### config.mk
export PLATFORM = sky130hd
export DESIGN_NAME = voice_allocator_flat
export DESIGN_NICKNAME = d
export VERILOG_FILES = /design/src/rtl/voice_allocator_if.sv /design/src/rtl/voice_allocator.sv /design/src/flat_wrapper.sv
export SDC_FILE = /design/constraint.sdc
export NUM_CORES = 1
export LEC_CHECK = 0
export ABC_AREA = 1
export CAP_MARGIN = 30
export CORE_MARGIN = 8
export CORE_UTILIZATION = 54
export DETAILED_ROUTE_END_ITERATION = 16
export DONT_BUFFER_PORTS = 1
export PLACE_DENSITY_LB_ADDON = 0.3
export SLEW_MARGIN = 20
export SYNTH_ARGS = -nofsm -noshare
export SYNTH_HDL_FRONTEND = slang
export SYNTH_SLANG_ARGS = --single-unit
### constraint.sdc
create_clock -name fast_clk -period 5.95 [get_ports fast_clk]
set_input_delay 0 -clock fast_clk [delete_from_list [all_inputs] [get_ports fast_clk]]
set_output_delay 0 -clock fast_clk [all_outputs]
set_load 0.005 [all_outputs]
### src/rtl/voice_allocator_if.sv
// rtl/voice_allocator_if.sv - event, voice-bank and allocation signals of the voice allocator
interface voice_allocator_if #(
  parameter int NUM_VOICES = 8,
  parameter int VID_W      = 3,
  parameter int NOTE_W     = 7,
  parameter int VEL_W      = 7
);
  logic                         ev_valid;
  logic                         ev_ready;
  logic                         ev_on;
  logic [NOTE_W-1:0]            ev_note;
  logic [VEL_W-1:0]             ev_vel;
  logic [NUM_VOICES-1:0]        voice_busy;
  logic [NUM_VOICES-1:0]        voice_trigger;
  logic [NUM_VOICES*NOTE_W-1:0] voice_note;
  logic [NUM_VOICES*VEL_W-1:0]  voice_vel;
  logic                         alloc_valid;
  logic [VID_W-1:0]             alloc_vid;
  logic                         alloc_steal;

  modport master (
    output ev_valid, ev_on, ev_note, ev_vel, voice_busy,
    input  ev_ready, voice_trigger, voice_note, voice_vel, alloc_valid, alloc_vid, alloc_steal
  );

  modport slave (
    input  ev_valid, ev_on, ev_note, ev_vel, voice_busy,
    output ev_ready, voice_trigger, voice_note, voice_vel, alloc_valid, alloc_vid, alloc_steal
  );
endinterface

### src/rtl/voice_allocator.sv
// rtl/voice_allocator.sv - polyphonic voice scheduler with LRU stealing and retrigger gap
module voice_allocator #(
  parameter int NUM_VOICES = 8,
  parameter int VID_W      = 3,
  parameter int NOTE_W     = 7,
  parameter int VEL_W      = 7
) (
  input  logic             fast_clk,
  input  logic             resetn,
  voice_allocator_if.slave bus
);
  typedef enum logic [1:0] {IDLE, SCAN, GAP, COMMIT} state_t;

  state_t                r_state;
  logic                  r_ready;
  logic [VID_W-1:0]      r_idx;
  logic                  r_on;
  logic [NOTE_W-1:0]     r_note;
  logic [VEL_W-1:0]      r_vel;
  logic                  r_match_f, r_free_f, r_rel_f, r_old_f;
  logic [VID_W-1:0]      r_match_i, r_free_i, r_rel_i, r_old_i;
  logic [VID_W-1:0]      r_target;
  logic                  r_steal_pend;
  logic [NUM_VOICES-1:0] r_trig;
  logic [NOTE_W-1:0]     r_vnote [NUM_VOICES];
  logic [VEL_W-1:0]      r_vvel  [NUM_VOICES];
  logic [VID_W-1:0]      r_rank  [NUM_VOICES];
  logic                  r_alloc_valid;
  logic [VID_W-1:0]      r_alloc_vid;
  logic                  r_alloc_steal;

  logic                  w_handshake, w_scan_last;
  logic                  w_cur_trig, w_cur_busy;
  logic [VID_W-1:0]      w_cur_rank;
  logic                  w_match_f, w_free_f, w_rel_f, w_old_f;
  logic [VID_W-1:0]      w_match_i, w_free_i, w_rel_i, w_old_i;
  logic [VID_W-1:0]      w_target;
  logic                  w_target_gap, w_target_steal;
  logic                  w_do_commit, w_commit_steal;
  logic [VID_W-1:0]      w_commit_vid;

  assign w_handshake = (r_state == IDLE) && r_ready && bus.ev_valid;
  assign w_scan_last = (r_state == SCAN) && (r_idx == VID_W'(NUM_VOICES - 1));

  // Fold the voice under the scan index into the running candidates of each class
  always_comb begin
    w_cur_trig = r_trig[r_idx];
    w_cur_busy = bus.voice_busy[r_idx];
    w_cur_rank = r_rank[r_idx];
    w_match_f  = r_match_f;
    w_match_i  = r_match_i;
    w_free_f   = r_free_f;
    w_free_i   = r_free_i;
    w_rel_f    = r_rel_f;
    w_rel_i    = r_rel_i;
    w_old_f    = r_old_f;
    w_old_i    = r_old_i;
    if (w_cur_trig && (r_vnote[r_idx] == r_note) && !r_match_f) begin
      w_match_f = 1'b1;
      w_match_i = r_idx;
    end
    if (!w_cur_trig && !w_cur_busy && !r_free_f) begin
      w_free_f = 1'b1;
      w_free_i = r_idx;
    end
    if (!w_cur_trig && w_cur_busy && (!r_rel_f || (w_cur_rank > r_rank[r_rel_i]))) begin
      w_rel_f = 1'b1;
      w_rel_i = r_idx;
    end
    if (w_cur_trig && (!r_old_f || (w_cur_rank > r_rank[r_old_i]))) begin
      w_old_f = 1'b1;
      w_old_i = r_idx;
    end
  end

  // Pick the note-on target (retrigger, free, releasing, then oldest held) and the commit source
  always_comb begin
    w_target       = w_old_i;
    w_target_gap   = 1'b1;
    w_target_steal = 1'b1;
    if (w_match_f) begin
      w_target       = w_match_i;
      w_target_steal = 1'b0;
    end else if (w_free_f) begin
      w_target       = w_free_i;
      w_target_gap   = 1'b0;
      w_target_steal = 1'b0;
    end else if (w_rel_f) begin
      w_target       = w_rel_i;
      w_target_gap   = 1'b0;
      w_target_steal = 1'b0;
    end
    w_do_commit    = (w_scan_last && r_on && !w_target_gap) || (r_state == GAP);
    w_commit_vid   = (r_state == GAP) ? r_target : w_target;
    w_commit_steal = (r_state == GAP) ? r_steal_pend : 1'b0;
  end

  // Allocation FSM; commit effects are registered on entry to COMMIT so they show during COMMIT
  always_ff @(posedge fast_clk) begin
    if (!resetn) begin
      r_state       <= IDLE;
      r_ready       <= 1'b0;
      r_idx         <= '0;
      r_on          <= 1'b0;
      r_note        <= '0;
      r_vel         <= '0;
      r_match_f     <= 1'b0;
      r_free_f      <= 1'b0;
      r_rel_f       <= 1'b0;
      r_old_f       <= 1'b0;
      r_match_i     <= '0;
      r_free_i      <= '0;
      r_rel_i       <= '0;
      r_old_i       <= '0;
      r_target      <= '0;
      r_steal_pend  <= 1'b0;
      r_trig        <= '0;
      r_alloc_valid <= 1'b0;
      r_alloc_vid   <= '0;
      r_alloc_steal <= 1'b0;
      for (int v = 0; v < NUM_VOICES; v++) begin
        r_vnote[v] <= '0;
        r_vvel[v]  <= '0;
        r_rank[v]  <= VID_W'(v);
      end
    end else begin
      r_alloc_valid <= 1'b0;
      case (r_state)
        IDLE: begin
          r_ready <= 1'b1;
          if (w_handshake) begin
            r_ready   <= 1'b0;
            r_on      <= bus.ev_on;
            r_note    <= bus.ev_note;
            r_vel     <= bus.ev_vel;
            r_match_f <= 1'b0;
            r_free_f  <= 1'b0;
            r_rel_f   <= 1'b0;
            r_old_f   <= 1'b0;
            r_idx     <= '0;
            r_state   <= SCAN;
          end
        end
        SCAN: begin
          r_match_f <= w_match_f;
          r_match_i <= w_match_i;
          r_free_f  <= w_free_f;
          r_free_i  <= w_free_i;
          r_rel_f   <= w_rel_f;
          r_rel_i   <= w_rel_i;
          r_old_f   <= w_old_f;
          r_old_i   <= w_old_i;
          r_idx     <= r_idx + 1'b1;
          if (w_scan_last) begin
            if (!r_on) begin
              if (w_match_f) r_trig[w_match_i] <= 1'b0;
              r_ready <= 1'b1;
              r_state <= IDLE;
            end else if (w_target_gap) begin
              r_trig[w_target] <= 1'b0;
              r_target         <= w_target;
              r_steal_pend     <= w_target_steal;
              r_state          <= GAP;
            end else begin
              r_state <= COMMIT;
            end
          end
        end
        GAP: r_state <= COMMIT;
        COMMIT: begin
          r_ready <= 1'b1;
          r_state <= IDLE;
        end
        default: r_state <= IDLE;
      endcase
      if (w_do_commit) begin
        r_trig[w_commit_vid]  <= 1'b1;
        r_vnote[w_commit_vid] <= r_note;
        r_vvel[w_commit_vid]  <= r_vel;
        r_alloc_valid         <= 1'b1;
        r_alloc_vid           <= w_commit_vid;
        r_alloc_steal         <= w_commit_steal;
        for (int u = 0; u < NUM_VOICES; u++) begin
          if (r_rank[u] < r_rank[w_commit_vid]) r_rank[u] <= r_rank[u] + 1'b1;
        end
        r_rank[w_commit_vid] <= '0;
      end
    end
  end

  // Pack per-voice note/velocity registers onto the bank buses
  always_comb begin
    bus.voice_note = '0;
    bus.voice_vel  = '0;
    for (int v = 0; v < NUM_VOICES; v++) begin
      bus.voice_note[v*NOTE_W +: NOTE_W] = r_vnote[v];
      bus.voice_vel[v*VEL_W +: VEL_W]    = r_vvel[v];
    end
  end

  assign bus.ev_ready      = r_ready;
  assign bus.voice_trigger = r_trig;
  assign bus.alloc_valid   = r_alloc_valid;
  assign bus.alloc_vid     = r_alloc_vid;
  assign bus.alloc_steal   = r_alloc_steal;
endmodule

### src/flat_wrapper.sv
// flat-port wrapper written by rule: the top's interface ports become plain ports
module voice_allocator_flat 
#(
  parameter int NUM_VOICES = 8,
  parameter int VID_W      = 3,
  parameter int NOTE_W     = 7,
  parameter int VEL_W      = 7
)
  (fast_clk, resetn, bus_ev_valid, bus_ev_on, bus_ev_note, bus_ev_vel, bus_voice_busy, bus_ev_ready, bus_voice_trigger, bus_voice_note, bus_voice_vel, bus_alloc_valid, bus_alloc_vid, bus_alloc_steal);
  voice_allocator_if #(.NUM_VOICES(NUM_VOICES), .VID_W(VID_W), .NOTE_W(NOTE_W), .VEL_W(VEL_W)) bus_i ();
  input  logic fast_clk;
  input  logic resetn;
  input wire logic [$bits(bus_i.ev_valid)-1:0] bus_ev_valid;
  input wire logic [$bits(bus_i.ev_on)-1:0] bus_ev_on;
  input wire logic [$bits(bus_i.ev_note)-1:0] bus_ev_note;
  input wire logic [$bits(bus_i.ev_vel)-1:0] bus_ev_vel;
  input wire logic [$bits(bus_i.voice_busy)-1:0] bus_voice_busy;
  output wire logic [$bits(bus_i.ev_ready)-1:0] bus_ev_ready;
  output wire logic [$bits(bus_i.voice_trigger)-1:0] bus_voice_trigger;
  output wire logic [$bits(bus_i.voice_note)-1:0] bus_voice_note;
  output wire logic [$bits(bus_i.voice_vel)-1:0] bus_voice_vel;
  output wire logic [$bits(bus_i.alloc_valid)-1:0] bus_alloc_valid;
  output wire logic [$bits(bus_i.alloc_vid)-1:0] bus_alloc_vid;
  output wire logic [$bits(bus_i.alloc_steal)-1:0] bus_alloc_steal;
  assign bus_i.ev_valid = bus_ev_valid;
  assign bus_i.ev_on = bus_ev_on;
  assign bus_i.ev_note = bus_ev_note;
  assign bus_i.ev_vel = bus_ev_vel;
  assign bus_i.voice_busy = bus_voice_busy;
  assign bus_ev_ready = bus_i.ev_ready;
  assign bus_voice_trigger = bus_i.voice_trigger;
  assign bus_voice_note = bus_i.voice_note;
  assign bus_voice_vel = bus_i.voice_vel;
  assign bus_alloc_valid = bus_i.alloc_valid;
  assign bus_alloc_vid = bus_i.alloc_vid;
  assign bus_alloc_steal = bus_i.alloc_steal;
  voice_allocator #(.NUM_VOICES(NUM_VOICES), .VID_W(VID_W), .NOTE_W(NOTE_W), .VEL_W(VEL_W)) u_core (.fast_clk(fast_clk), .resetn(resetn), .bus(bus_i));
endmodule
==> impl_metrics.env, run 1 <==
export IMPL_seq_area_frac_synth_pct=49.1
export IMPL_worst_pin_slew_ns=0.971
export IMPL_routedWlPerCell_um=19.2
export IMPL_multi_input_area_um2=4400
export IMPL_dp_hpwl_um=21400
export IMPL_clk_root_buffer_cell="clkbuf_16"
export IMPL_synth_largest_area_cell="edfxtp_1"
export IMPL_outcome="complete, no violations"
export IMPL_die_y_um=155
export IMPL_fmax_mhz=190
export IMPL_finalCriticalPeriod_ns=5.26
export IMPL_critPathLaunchType="flip-flop"
export IMPL_async_flop_share_pct=0
export IMPL_dieArea_um2=24000
export IMPL_avgSynthCellArea_um2=7.84
export IMPL_finalCritPeriodShare_pct=88.4
export IMPL_fillers=1658
export IMPL_r2r_end="u_core.r_vnote[4][5]$_SDFFCE_PN0P_"
export IMPL_finalHoldViolations=0
export IMPL_cp_max_fo=16
export IMPL_setup_viol=0
export IMPL_wl_um=30700
export IMPL_cts_buffers=17
export IMPL_cp_arrival_ns=5.24
export IMPL_synth_edff_count=112
export IMPL_start_util_pct=55.2
export IMPL_vias_per_cell=5.71
export IMPL_ir_drop_mv=0.288
export IMPL_post_route_cell_area_um2=11400
export IMPL_antenna_found_initial=0
export IMPL_register_area_um2=5100
export IMPL_p_sw_mw=1.49
export IMPL_cp_end_kind="flip-flop"
export IMPL_slew_viol_final=0
export IMPL_cts_clk_slew_worst_paths_ns=0.08
export IMPL_io_buffer_count=0
export IMPL_dr_pass1_iters=5
export IMPL_fin_util_pct=60.7
export IMPL_min_from="bus_ev_valid"
export IMPL_clkSinkCount=199
export IMPL_cts_resized=0
export IMPL_crit_type="reg2reg"
export IMPL_grt_max_degree=58
export IMPL_rsz0062_at_grt="false"
export IMPL_rr_worst_depth=21
export IMPL_tns_ns=0
export IMPL_core_area_um2=18800
export IMPL_synthTopCellsByCount="nand2_1 (274), nor2_1 (193), nand3_1 (147)"
export IMPL_power_frac_clock_pct=32.5
export IMPL_clock_latency_ns=0.45
export IMPL_num_vias=9145
export IMPL_pwr_share_comb_pct=27.3
export IMPL_instances_no_fill=1601
export IMPL_cp_required_ns=5.93
export IMPL_areaGrowthSynthToFinish_pct=9.92
export IMPL_finalClockSkew_ns=0.0204
export IMPL_die_w_um=155
export IMPL_hold_path_class="in2reg"
export IMPL_htree_levels=4
export IMPL_p_per_area_nw_per_um2=348
export IMPL_synth_area_leaders="edfxtp_1 (32%), dfxtp_1 (17%), nand2_1 (9.9%), nand3_1 (7.1%), nor2_1 (7.0%)"
export IMPL_nets=1378
export IMPL_cts_tree="built"
export IMPL_dpl_worst_slack_ns=0.820
export IMPL_synth_seq_cells=199
export IMPL_placed_cell_area_um2=10500
export IMPL_intPower_mw=2.48
export IMPL_drt_iter0_drc=947
export IMPL_power_frac_seq_pct=40.2
export IMPL_gr_total_overflow=0
export IMPL_holdPathEnd="u_core.bus.ev_ready$_SDFFE_PN0P_"
export IMPL_antenna_cells=0
export IMPL_r2r_slack_ns=0.69
export IMPL_cts_buffer_depth=2
export IMPL_p_total_mw=3.97
export IMPL_cap_violations=0
export IMPL_holdWs_ns=0.0618
export IMPL_syn_inst=1327
export IMPL_syn_cell_area_um2=10400
export IMPL_place_gp_congestion=0.939
export IMPL_drive_gt1_share_pct=8.43
export IMPL_synth_most_common_cell="nand2_1"
export IMPL_synth_top_area_share_pct=32.3
export IMPL_detail_route_antenna_nets=0
export IMPL_p_leak_nw=4.79
export IMPL_postLayoutSetupSlackWorst_ns=0.690
export IMPL_hold_path_depth=4
export IMPL_slew_headroom_pct=35.1
export IMPL_io_pins=152
export IMPL_track_usage_pct=25.1
export IMPL_syn_nets=1377
export IMPL_swShare_pct=37.6
export IMPL_placed_cells=1548
export IMPL_post_route_drc_count=0
export IMPL_grt_pass1_vias=8244
export IMPL_yosys_warnings=0
export IMPL_synth_cell_types=41
export IMPL_grt_pass1_wl_um=46700
export IMPL_rows=50
export IMPL_synthFlopType="edfxtp_1"
==> worst max-delay path by stage <==
stage	from	endpoint	cells past startpoint
3_5_place_dp	flip-flop	u_core.r_vvel[4][2]$_SDFFCE_PN0P_	21
5_1_grt	flip-flop	u_core.r_vnote[4][5]$_SDFFCE_PN0P_	21
4_1_cts	flip-flop	u_core.r_rank[6][1]$_SDFFE_PP0P_	29
2_1_floorplan	flip-flop	u_core.r_rank[7][0]$_SDFFE_PP0P_	34
6_report	flip-flop	u_core.r_vnote[4][5]$_SDFFCE_PN0P_	21
3_3_place_gp	flip-flop	u_core.r_vvel[4][2]$_SDFFCE_PN0P_	21
==> registers in the layout, indices dropped and copies added (netlist names), named ones only <==
signal and cells:
u_core.bus.alloc_steal 1, u_core.bus.alloc_valid 1, u_core.bus.alloc_vid 3, u_core.bus.ev_ready 1, u_core.bus.voice_trigger 8, u_core.r_free_f 1
u_core.r_free_i 3, u_core.r_idx 3, u_core.r_match_f 1, u_core.r_match_i 3, u_core.r_note 7, u_core.r_old_f 1
u_core.r_old_i 3, u_core.r_on 1, u_core.r_rank 24, u_core.r_rel_f 1, u_core.r_rel_i 3, u_core.r_state 1
u_core.r_steal_pend 1, u_core.r_target 3, u_core.r_vel 7, u_core.r_vnote 56, u_core.r_vvel 56
==> area by class of cell <==
class,instances,area share (%)
multi-input combinational,909,38.5
clock inverter,15,2.12
clock buffer,17,3.72
timing repair buffer,30,2.52
tap,260,2.85
inverter,171,5.66
sequential,199,44.6
==> cell families (layout without fill, tap and decap cells) <==
kind of cell / count (synthesis) / after routing / share of synthesized area (%)
simple gates: 680 / 680 / 28.8
compound gates: 200 / 200 / 10.2
flops: 199 / 199 / 49.1
buf+inv: 219 / 233 / 8.61
xor+xnor: 5 / 5 / 0.421
fa+ha+maj: 24 / 24 / 2.89
==> placed cells by master (no fill, tap or decap), types with 2 or more instances in the layout <==
cell type,n
nand2_1,274
nor2_1,193
nand3_1,147
inv_1,142
edfxtp_1,112
a21oi_1,89
dfxtp_1,87
o21ai_0,74
ha_1,24
nand3_2,19
nand2_2,19
inv_2,17
clkbuf_16,17
dlygate4sd3_1,17
nand4_1,12
buf_4,12
clkinv_1,11
o21ai_1,11
o211ai_1,7
inv_12,7
o22ai_1,6
nor2_2,5
a31oi_1,4
nor3_1,4
xor2_1,3
inv_16,3
clkinv_8,3
inv_6,2
a32oi_1,2
nor2_4,2
or2_2,2
xnor2_1,2
==> critical path: stages, from the launching register on <==
cell	delay (ns)
dfxtp_1	0.61
inv_1	0.38
a221oi_1	0.32
a31oi_1	0.10
ha_1	0.34
nand2_1	0.05
o21ai_0	0.14
nand2_1	0.11
nand2_1	0.10
nand3_1	0.18
o21ai_1	0.22
nand2_1	0.07
nand3_1	0.07
nand2_1	0.06
nand2_1	0.13
nand2_1	0.08
nand2_2	0.13
nor2_1	0.08
inv_1	0.13
nor2_1	0.10
inv_1	0.59
nand2_1	0.76
==> routing by layer <==
layer	up-vias	track usage (%)	share of wire [%]
met1	4250	31.7	40
met4	0	8.26	2.4
met5	-	0	0
met2	465	41.2	47
met3	60	6.71	10
li1	4370	-	-
==> power groups by stage <==
| stage | sequential (mW) | combinational [mW] | clock [mW] |
|---|---|---|---|
| after floorplan | 1.59 | 0.845 | 0 |
| after global placement | 1.62 | 1.00 | 0 |
| after detailed placement | 1.63 | 1.02 | 0 |
| after CTS | 1.60 | 1.05 | 1.29 |
| after global routing | 1.61 | 1.22 | 1.34 |
| final | 1.60 | 1.08 | 1.29 |
==> what timing repair did <==
action | 4_1_cts | 5_1_grt
hold endpoints to repair | 54 | 0
hold buffers | 18 | 0
endpoints found under the setup margin | 0 | 1
setup buffers | 0 | 3
(Power assumes the default switching activity.)
==> run 2: changes to the inputs <==
--- a/config.mk
+++ b/config.mk
@@ -7,8 +7,11 @@
 export LEC_CHECK = 0
 export ABC_AREA = 1
 export CAP_MARGIN = 30
+export CELL_PAD_IN_SITES_DETAIL_PLACEMENT = 1
+export CELL_PAD_IN_SITES_GLOBAL_PLACEMENT = 2
 export CORE_MARGIN = 8
-export CORE_UTILIZATION = 54
+export CORE_UTILIZATION = 40
+export CTS_CLUSTER_DIAMETER = 100
 export DETAILED_ROUTE_END_ITERATION = 16
 export DONT_BUFFER_PORTS = 1
 export PLACE_DENSITY_LB_ADDON = 0.3
==> run 2 against run 1 <==
- core utilization decreased by 16 points
- combinational power increased by 6%
- non-clock buffer count increased by 10
- sequential power about the same
- sequential share of layout area decreased by 0.64 points
- routed wire length increased by 23%
- clock skew decreased by 0.0044 ns
- critical path type unchanged
- largest cell class unchanged
- largest power group unchanged
==> impl_metrics.env, run 2 (synthesized netlist as in run 1, its figures left out) <==
export IMPL_fin_util_pct=45.0
export IMPL_grt_max_degree=60
export IMPL_final_common_cell="nand2_1"
export IMPL_finalCriticalPeriod_ns=5.34
export IMPL_crit_type="reg2reg"
export IMPL_intPower_mw=2.48
export IMPL_grt_pass1_vias=9272
export IMPL_drive_gt1_share_pct=9.25
export IMPL_cap_violations=0
export IMPL_post_route_drc_count=0
export IMPL_cp_arrival_ns=5.68
export IMPL_instances_no_fill=1686
export IMPL_clock_latency_ns=0.46
export IMPL_num_vias=9244
export IMPL_critPathLaunchType="flip-flop"
export IMPL_fmax_mhz=187
export IMPL_hold_path_depth=1
export IMPL_slowest_stage="dfxtp_1"
export IMPL_r2r_end="u_core.r_rank[7][1]$_SDFFE_PP0P_"
export IMPL_critPathTopFamily="simple AND/OR/NAND/NOR gates"
export IMPL_cp_slowest_stage_delay_ns=0.61
export IMPL_multi_input_area_um2=4410
export IMPL_io_pins=152
export IMPL_cts_resized=0
export IMPL_slew_headroom_pct=34.1
export IMPL_holdPathEnd="u_core.r_vvel[5][5]$_SDFFCE_PN0P_"
export IMPL_antenna_found_initial=0
export IMPL_detail_route_antenna_nets=0
export IMPL_dp_hpwl_um=26500
export IMPL_cp_max_fo=14
export IMPL_rsz0062_at_grt="false"
export IMPL_antenna_cells=0
export IMPL_cts_clk_slew_worst_paths_ns=0.10
export IMPL_layout_common_cells="nand2_1 (274), nor2_1 (193), nand3_1 (146)"
export IMPL_largestRegisters="u_core.r_vnote (56), u_core.r_vvel (56), u_core.r_rank (24)"
export IMPL_tns_ns=0
export IMPL_min_from="resetn"
export IMPL_cp_required_ns=6.29
export IMPL_core_area_um2=25800
export IMPL_start_util_pct=40.4
export IMPL_gr_total_overflow=0
export IMPL_worst_pin_slew_ns=0.987
export IMPL_r2r_slack_ns=0.61
export IMPL_finalCritPeriodShare_pct=89.7
export IMPL_p_total_mw=4.08
export IMPL_finalClockSkew_ns=0.0160
export IMPL_io_buffer_count=0
export IMPL_crit_path_frequent_cell="nand2_1"
export IMPL_crit_buf_inv=4
export IMPL_setup_viol=0
export IMPL_rows=59
export IMPL_nets=1388
export IMPL_areaGrowthSynthToFinish_pct=11.5
export IMPL_routedWlPerCell_um=22.4
export IMPL_dr_pass1_iters=5
export IMPL_cts_tree="built"
export IMPL_vias_per_cell=5.48
export IMPL_hold_path_class="in2reg"
export IMPL_cts_buffer_depth=2
export IMPL_power_frac_seq_pct=39.3
export IMPL_clkSinkCount=199
export IMPL_clk_root_buffer_cell="clkbuf_16"
export IMPL_cp_end_kind="flip-flop"
export IMPL_dieArea_um2=31400
export IMPL_wl_um=37700
export IMPL_outcome="complete, no violations"
export IMPL_drt_iter0_drc=658
export IMPL_rr_worst_depth=30
export IMPL_die_y_um=177
export IMPL_grt_pass1_wl_um=57600
export IMPL_finalHoldViolations=0
export IMPL_track_usage_pct=24.2
export IMPL_power_frac_clock_pct=32.5
export IMPL_swShare_pct=39.1
export IMPL_pwr_share_comb_pct=28.2
export IMPL_p_per_area_nw_per_um2=352
export IMPL_die_w_um=177
export IMPL_register_area_um2=5110
export IMPL_slew_viol_final=0
export IMPL_htree_levels=4
export IMPL_fillers=3117
export IMPL_p_sw_mw=1.60
export IMPL_placed_cells=1633
export IMPL_p_leak_nw=4.84
export IMPL_cts_buffers=17
export IMPL_place_gp_congestion=0.877
export IMPL_ir_drop_mv=0.167
run 2: per-layer routing:
| metal | up-vias | GRT usage, % | wire length [um] |
|---|---|---|---|
| met3 | 67 | 4.52 | 2190 |
| met1 | 4507 | 31.6 | 16700 |
| li1 | 4389 | - | - |
| met4 | 0 | 9.45 | 1110 |
| met2 | 281 | 39.3 | 17700 |
| met5 | - | 0 | 0 |
run 2: worst max-delay path by stage:
stage	startpoint	depth (start not counted)	slack, ns	to
after floorplan	flip-flop	34	1.88	u_core.r_rank[7][0]$_SDFFE_PP0P_
after global placement	flip-flop	32	0.96	u_core.r_rank[7][0]$_SDFFE_PP0P_
after detailed placement	flip-flop	28	0.75	u_core.r_rank[2][1]$_SDFFE_PP0P_
after CTS	flip-flop	31	0.28	u_core.r_rank[7][1]$_SDFFE_PP0P_
after global routing	flip-flop	30	0.06	u_core.r_rank[7][1]$_SDFFE_PP0P_
final	flip-flop	30	0.61	u_core.r_rank[7][1]$_SDFFE_PP0P_
run 2: layout make-up:
class / count / share of cell area (%)
clock buffer: 17 / 3.67
clock inverter: 15 / 2.04
inverter: 171 / 5.58
multi-input combinational: 909 / 38.0
sequential: 199 / 44.0
tap: 335 / 3.61
timing repair buffer: 40 / 3.13
run 2: timing repair:
item	4_1_cts	5_1_grt
setup endpoints to repair	0	1
setup buffers	0	3
hold buffers	18	0
endpoints found under the hold margin	59	0
run 2: power groups by stage:
stage | clock network (mW) | logic [mW] | registers (mW)
after floorplan | 0 | 0.845 | 1.59
after global placement | 0 | 1.07 | 1.63
after detailed placement | 0 | 1.10 | 1.63
after CTS | 1.34 | 1.12 | 1.60
after global routing | 1.39 | 1.30 | 1.61
final | 1.33 | 1.15 | 1.60
run 2: worst reg2reg max path, delay by kind of cell, from the launching register on:
family          cells  cell delay, ns
simple gates       16            1.77
compound gates      8            1.25
buf+inv             4            1.00
fa+ha+maj           2            0.62
flops               1            0.61
run 2: metrics by stage:
step           setup WS (ns)  cell area [um^2]  hold WS (ns)
2_1_floorplan           1.88             10400         0.193
6_report               0.612             11600        0.0248
3_3_place_gp           0.957             10700         0.135
5_1_grt               0.0559             11600        0.0241
3_5_place_dp           0.755             10700         0.142
4_1_cts                0.276             11600        0.0163
